`config.mk`:
```
export PLATFORM = sky130hd
export DESIGN_NAME = rv64g_reg_lock_table
export DESIGN_NICKNAME = d
export VERILOG_FILES = /design/src/rtl/rv64g_pkg.sv /design/src/rtl/rv64g_reg_lock_cnt.sv /design/src/rtl/rv64g_reg_lock_table.sv
export SDC_FILE = /design/constraint.sdc
export NUM_CORES = 1
export LEC_CHECK = 0
export CORE_MARGIN = 2
export CORE_UTILIZATION = 61
export CTS_BUF_LIST = sky130_fd_sc_hd__clkbuf_8
export DETAILED_ROUTE_END_ITERATION = 7
export HOLD_SLACK_MARGIN = 0.03
export PLACE_DENSITY = 0.8
export SLEW_MARGIN = 5
export SYNTH_ARGS = -nofsm -noshare
export SYNTH_HDL_FRONTEND = slang
export SYNTH_SLANG_ARGS = --single-unit
```
`constraint.sdc`:
```
create_clock -name clk_i -period 7.5 [get_ports clk_i]
set_input_delay 0.75 -clock clk_i [delete_from_list [all_inputs] [get_ports clk_i]]
set_output_delay 0.75 -clock clk_i [all_outputs]
set_load 0.01 [all_outputs]
```
`src/rtl/rv64g_pkg.sv`:
```
// Shared sizing for the register lock scoreboard.
package rv64g_pkg;
  localparam int unsigned NUM_REGS        = 64;
  localparam int unsigned NUM_OUTSTANDING = 4;
  localparam int unsigned REG_IDX_W       = $clog2(NUM_REGS);

  typedef logic [REG_IDX_W-1:0] reg_idx_t;
endpackage

```
`src/rtl/rv64g_reg_lock_cnt.sv`:
```
// Outstanding-write counter for one architectural register.
module rv64g_reg_lock_cnt #(
  parameter int unsigned NOS = 4,
  parameter int unsigned NWB = 2,
  localparam int unsigned CW = $clog2(NOS + 1),
  localparam int unsigned DW = $clog2(NWB + 1),
  localparam int unsigned AW = CW + 2
) (
  input  logic          clk_i,
  input  logic          srst_i,
  input  logic          clear_i,
  input  logic          inc_i,
  input  logic [DW-1:0] dec_i,
  output logic          locked_o,
  output logic          full_o,
  output logic          underflow_c
);
  logic [CW-1:0] cnt_q, cnt_d;
  logic [AW-1:0] sum_add, sum_net;

  // Net update at widened precision, then clamped to [0, NOS].
  always_comb begin
    cnt_d       = cnt_q;
    sum_add     = AW'(cnt_q) + AW'(inc_i);
    sum_net     = sum_add - AW'(dec_i);
    underflow_c = !clear_i && (AW'(dec_i) > sum_add);
    if (clear_i || underflow_c) begin
      cnt_d = '0;
    end else if (sum_net > AW'(NOS)) begin
      cnt_d = CW'(NOS);
    end else begin
      cnt_d = CW'(sum_net);
    end
  end

  always_ff @(posedge clk_i) begin
    if (srst_i) begin
      cnt_q <= '0;
    end else begin
      cnt_q <= cnt_d;
    end
  end

  assign locked_o = (cnt_q != '0);
  assign full_o   = (cnt_q == CW'(NOS));
endmodule

```
`src/rtl/rv64g_reg_lock_table.sv`:
```
// Per-register outstanding-write scoreboard feeding the instruction launcher's lock vector.
module rv64g_reg_lock_table
  import rv64g_pkg::*;
#(
  parameter int unsigned NR  = NUM_REGS,
  parameter int unsigned NOS = NUM_OUTSTANDING,
  parameter int unsigned NWB = 2,
  localparam int unsigned RIW = $clog2(NR),
  localparam int unsigned DW  = $clog2(NWB + 1)
) (
  input  logic                    clk_i,
  input  logic                    srst_i,
  input  logic                    clear_i,
  input  logic                    lock_valid_i,
  input  logic [RIW-1:0]          lock_rd_i,
  output logic                    lock_ready_o,
  input  logic [NWB-1:0]          rel_valid_i,
  input  logic [NWB-1:0][RIW-1:0] rel_rd_i,
  output logic [NR-1:0]           locks_o,
  output logic                    busy_o,
  output logic                    err_o
);
  logic [NR-1:0]   locked_w, full_w;
  logic [NR-1:1]   inc_w, underflow_w;
  logic [DW-1:0]   dec_w [NR-1:1];
  logic            rel_hit_lock, lock_fire;
  logic            err_q, err_d;

  // Ready gating and decode of the issue/release buses into per-register inc/dec.
  always_comb begin
    rel_hit_lock = 1'b0;
    for (int unsigned p = 0; p < NWB; p++) begin
      if (rel_valid_i[p] && (rel_rd_i[p] == lock_rd_i)) rel_hit_lock = 1'b1;
    end
    lock_ready_o = !(full_w[lock_rd_i] && !rel_hit_lock) && !clear_i && !srst_i;
    lock_fire    = lock_valid_i && lock_ready_o;
    for (int unsigned r = 1; r < NR; r++) begin
      inc_w[r] = lock_fire && (lock_rd_i == RIW'(r));
      dec_w[r] = '0;
      for (int unsigned p = 0; p < NWB; p++) begin
        if (rel_valid_i[p] && (rel_rd_i[p] == RIW'(r))) dec_w[r] = dec_w[r] + DW'(1);
      end
    end
  end

  // x0 has no counter: never locked, never full.
  assign locked_w[0] = 1'b0;
  assign full_w[0]   = 1'b0;

  for (genvar g = 1; g < NR; g++) begin : g_cnt
    rv64g_reg_lock_cnt #(
      .NOS (NOS),
      .NWB (NWB)
    ) u_cnt (
      .clk_i       (clk_i),
      .srst_i      (srst_i),
      .clear_i     (clear_i),
      .inc_i       (inc_w[g]),
      .dec_i       (dec_w[g]),
      .locked_o    (locked_w[g]),
      .full_o      (full_w[g]),
      .underflow_c (underflow_w[g])
    );
  end

  always_comb begin
    err_d = err_q;
    if (|underflow_w) err_d = 1'b1;
  end

  always_ff @(posedge clk_i) begin
    if (srst_i) begin
      err_q <= 1'b0;
    end else begin
      err_q <= err_d;
    end
  end

  assign locks_o = locked_w;
  assign busy_o  = |locked_w;
  assign err_o   = err_q;
endmodule

```
Word-level counts from Yosys, hierarchy flattened
Cells that the tools add are included.
{ "word_totals": {"inputBits": 24, "elab_cells": 1406, "out_inout_bits": 67, "register_bits": 190} }
{ "classes": {"n_addsub": 189, "magnitude_cmp": 127, "reduce_logical": 516, "mux": 193, "n_eq_ne": 254} }
{ "op_table": {"columns": ["operator", "n"], "rows": [
  ["6-bit equality test, second input constant", 96],
  ["2-bit by 5-bit > comparator with 1-bit output", 63],
  ["5-bit by 3-bit > comparator with 1-bit output, second input constant", 63],
  ["5-bit by 2-bit subtractor with 5-bit output", 63],
  ["6-bit by 5-bit equality test with 1-bit output, second input constant", 48],
  ["1-bit logical AND", 258],
  ["3-bit by 1-bit adder with 4-bit output", 63],
  ["3-bit equality test, second input constant", 63],
  ["3-bit two-way mux", 63],
  ["3-bit nonzero test", 63],
  ["3-bit OR reduction", 63],
  ["6-bit by 4-bit equality test with 1-bit output, second input constant", 24],
  ["2-bit by 1-bit adder with 2-bit output, second input constant", 63],
  ["2-bit two-way mux", 63],
  ["2-bit OR reduction", 63],
  ["63-bit OR reduction", 2],
  ["6-bit by 3-bit equality test with 1-bit output, second input constant", 12],
  ["1-bit two-way mux", 66],
  ["1-bit logical OR", 63],
  ["6-bit by 2-bit equality test with 1-bit output, second input constant", 6],
  ["6-bit by 1-bit equality test with 1-bit output, second input constant", 3],
  ["6-bit equality test", 2],
  ["6-bit by 7-bit less-than comparator with 1-bit output, second input constant", 1],
  ["1-bit binary-select mux with 6-bit select", 1],
  ["1-bit zero test", 4]
]} }

Longest topological paths before layout
{ "logic_depth": {"ltp_word": 16, "mapped_depth": 21, "mapped_depth_nobuf": 17} }

Cells and area by module
A second synthesis with hierarchy kept.
{ "unflattened": {"cells_unflattened": 2700, "area_unflattened_um2": 22869.4} }
{ "modules_own_cells": {"columns": ["module", "cells_each", "n_inst", "seq_area_each_um2", "area_each_um2"], "rows": [
  ["rv64g_reg_lock_cnt (g_cnt[10].u_cnt ...)", 39, 39, 60.1, 335.3],
  ["rv64g_reg_lock_cnt (g_cnt[44].u_cnt ...)", 28, 24, 60.1, 269.0],
  ["rv64g_reg_lock_table", 507, 1, 20.0, 3335.7]
]} }

Worst setup path after synthesis
Ideal clock, no wire load.
{ "synth_timing": {"path_type": "in2reg", "start": "in lock_rd_i[0]", "end": "reg err_q, in the netlist err_o", "setup_ps": 116, "t_arrival_ps": 4227, "t_required_ps": 7384, "cell_stages": 21, "setup_slack_ps": 3158, "n_path_buf": 4, "path_cell_list": "buf_2 > and2_4 > buf_6 > buf_6 > a32oi_1 > a31oi_1 > nor4_2 > o22ai_1 > o21ai_4 > buf_6 > and4_1 > ha_1 > ha_1 > ha_1 > nor2b_1 > nor4_1 > a2111oi_0 > nand4_1 > nor4_1 > a41o_1 > a21oi_1"} }
{ "synth_via": {"elab_chain_cells": 15, "word_cells_on_any_way": 330, "cone_classes": "add/sub (63); order compare (63); eq/ne (65); mux (4); reduce/logical (135)"} }
{ "synth_rtl": {"columns": ["item", "line", "text"], "rows": [
  ["from (decl)", "rv64g_reg_lock_table.sv:15", "input logic [RIW-1:0] lock_rd_i,"],
  ["branches (longest 14 deep; another with 2-bit by 5-bit > comparator with 1-bit output)", null, null],
  ["63-bit OR reduction (*)", "rv64g_reg_lock_table.sv:68", "if (|underflow_w) err_d = 1'b1;"],
  ["to (signal assigned)", "rv64g_reg_lock_table.sv:75", "err_q <= err_d;"],
  ["to (decl)", "rv64g_reg_lock_table.sv:27", "logic err_q, err_d;"]
]} }
Mark *: on every way between the ends. The select of a mux whose other input is x is not followed.
A chain may end at the register's enable or synchronous reset.

Worst setup path in the final report
{ "layout_timing": {"start": "in lock_rd_i[2]", "end": "reg err_q, in the netlist err_o"} }
The elaborated chain is that of the path after synthesis.

==> results.py <==
metrics = {
    "critical_path": {
        "arrival_ns": 6.88,
        "path_buf_inv": 2,
        "cp_slowest_stage_delay_ns": 0.80,
        "crit_type": "in2reg",
        "cp.required_ns": 7.91,
        "start_kind": "input pin",
        "critPathMaxFanout": 39,
        "cpMaxStageDelayCell": "o21ai_4",
        "end_kind": "register",
        "cp_cell_sequence": "clkdlybuf4s50_1 -> or2_1 -> nor2_1 -> a31o_1 -> o41ai_1 -> o21ai_1 -> o21ai_4 -> buf_4 -> and4_1 -> ha_1 -> ha_1 -> ha_1 -> nor2b_1 -> nor4_1 -> nor4_1 -> nand4_1 -> nor4_1 -> a41o_1 -> a21oi_1",
        "critPathTopFamily": "simple AND/OR/NAND/NOR gates",
    },
    "clock_network": {
        "cts-resized-gates": 0,
        "postCtsSetupBuffers": 0,
        "postCtsHoldBufs": 0,
        "cts-buffers-inserted": 17,
        "htreeDepth": 4,
        "ctsLongestPathBuffers": 2,
        "clkTransAtPathRegs_ns": 0.10,
        "cts.sink_count": 190,
        "cts_root_buf": "clkbuf_8",
        "clk_latency_ns": 0.53,
        "cts_tree": "built",
    },
    "final_layout": {
        "layout.cells.non_filler": 3013,
        "mostFrequentLayoutCell": "nor2_1",
        "syn2layout_area_growth_pct": 6.388,
        "finish.net_count": 2956,
        "layout_common_cells": "nor2_1 (405), ha_1 (315), inv_1 (267)",
        "multiInputGateArea_um2": 14240,
        "drive_gt1_share_pct": 2.573,
        "fill_cells": 2758,
        "area.sequential_um2": 3804,
        "final_area_um2": 21090,
    },
    "floorplan": {
        "die_y_um": 184.3,
        "ioPinCount": 91,
        "rows": 66,
        "die-area_um2": 33950,
        "die_w_um": 184.3,
        "initial_core_util_pct": 61.39,
        "core_um2": 32290,
    },
    "drt": {
        "vias_per_cell": 6.440,
        "wl_um": 68880,
        "routedWlPerCell_um": 22.86,
        "ant_nets": 0,
        "drt-initial-drc-count": 1956,
        "drt-pass1-iter-count": 8,
        "via_count": 19403,
        "drc": 1,
    },
    "synthesis": {
        "synth-seq-cells": 190,
        "ys_seq_area_share_pct": 19.19,
        "synth_area_per_cell_um2": 7.777,
        "async_flop_share_pct": 0,
        "synth_edf_count": 0,
        "synth_warnings": 0,
        "netlist_instances": 2549,
        "synth_ff_type": "dfxtp_1",
        "syn-num-nets": 2951,
        "syn_area_um2": 19820,
        "synthDistinctLibCells": 65,
    },
    "grt": {
        "grt_pass1_vias": 18541,
        "antenna_found_initial": 7,
        "grt_max_degree": 64,
        "grt-ovfl-total": 0,
        "grt_pass1_wl_um": 104700,
        "grt_util_all_layers_pct": 41.05,
    },
    "place": {
        "io_buffer_count": 89,
        "dp_hpwl_um": 53290,
        "postPlaceCellArea_um2": 20660,
        "dp_worst_setup_slack_ns": 0.7847,
        "dp.cells": 2977,
        "place_congestion": 1.123,
    },
    "outcome": {
        "status": "complete, but fails checks",
        "violations": "DRC",
    },
    "timing": {
        "setup_viol": 0,
        "hold_viol": 0,
        "rsz0062_at_grt": "false",
        "whs_ns": 0.5263,
        "min_period_ns": 6.471,
        "fin_setup_tns_ns": 0,
        "worst_pin_slew_ns": 1.033,
        "finalCritPeriodShare_pct": 86.29,
        "max_slew_margin_pct": 30.88,
        "fmax_ghz": 0.1545,
        "fin_skew_ns": 0.01972,
        "drv_slew": 0,
        "setup_ws_ns": 1.029,
    },
    "power": {
        "power.density_nw_per_um2": 100.1,
        "ir_drop_v": 0.0001615,
        "p_leak_nw": 8.942,
    },
    "job": {
        "maxCapViolCount": 0,
    },
    "worst_hold_path": {
        "hp-class": "reg2reg",
    },
}
-- registers in the layout, indices dropped and copies added (netlist names) --
name	flops
err_o	1
g_cnt.u_cnt.cnt_q	189
-- where the power goes --
group | switching [mW] | total, mW | internal [mW]
registers | 0.00768 | 1.02 | 1.01
logic | 0.204 | 0.307 | 0.103
clock network | 0.415 | 0.781 | 0.367
total | 0.626 | 2.11 | 1.48
-- per-layer routing --
metal	share of wire [%]	vias up	routed length [um]	global-route usage (%)
met5	0.049	-	34	0
met4	6.9	6	4770	26.50
met3	12	286	8166	12.72
li1	-	8890	-	-
met2	43	1093	29430	63.43
met1	38	9128	26480	49.46
-- through the flow --
stage / util (%) / power (mW)
floorplan: - / 1.220
global placement: 63.93 / 1.331
detailed placement: 63.97 / 1.335
CTS: 65.27 / 2.096
global route: 65.28 / 2.161
finish: 65.31 / 2.110
-- worst min-delay path, stage by stage (launching register included) --
cell and delay, ns:
dfxtp_1 0.36, inv_1 0.07, a21oi_1 0.05
-- cell type report --
type                    instances  area share, %
repair buffers                112          5.037
clock inverters                12         0.8069
inverters                     266          4.734
flip-flops and latches        190          18.04
multi-input cells            1967          67.52
diodes                          6        0.07120
well taps                     442          2.622
clock buffers                  18          1.175
-- path summary, 6_finish.rpt --
check,slack [ns],to,depth (start not counted),start
worst max-delay path,1.03,err_o$_SDFFE_PP0P_,19,lock_rd_i[2]
worst min-delay path,0.53,err_o$_SDFFE_PP0P_,2,err_o$_SDFFE_PP0P_
worst max register to register,1.85,err_o$_SDFFE_PP0P_,18,g_cnt[2].u_cnt.cnt_q[2]$_SDFF_PP0_
worst min register to register,0.53,err_o$_SDFFE_PP0P_,2,err_o$_SDFFE_PP0P_
-- synthesized netlist by cell type, drive strengths merged, types with 40 or more instances --
library cell  count  share of area [%]
clkbuf           44               0.83
dfxtp           190                 19
a21oi           157                4.0
inv             266                5.0
nor2            407                7.7
xor2             62                2.7
nand2            98                1.9
nand3           176                4.4
xnor2            59                2.6
nor4             40                1.3
o21ai            84                2.2
fa               63                6.4
or3              81                2.6
and4             65                2.9
ha              315                 20
buf              82                3.1
-- kinds of logic after synthesis --
logic type / after synthesis / synth area share [%]
and+or+nand+nor: 1035 / 25.97
adders and majority gates: 403 / 27.51
AOI/OAI and AO/OA: 392 / 12.16
buffers and inverters: 392 / 9.020
DFF: 190 / 19.19
xor gates and xnor gates: 121 / 5.346
muxes: 15 / 0.7827
other: 1 / 0.01892
Note: power is estimated with default switching activity, not from simulation.
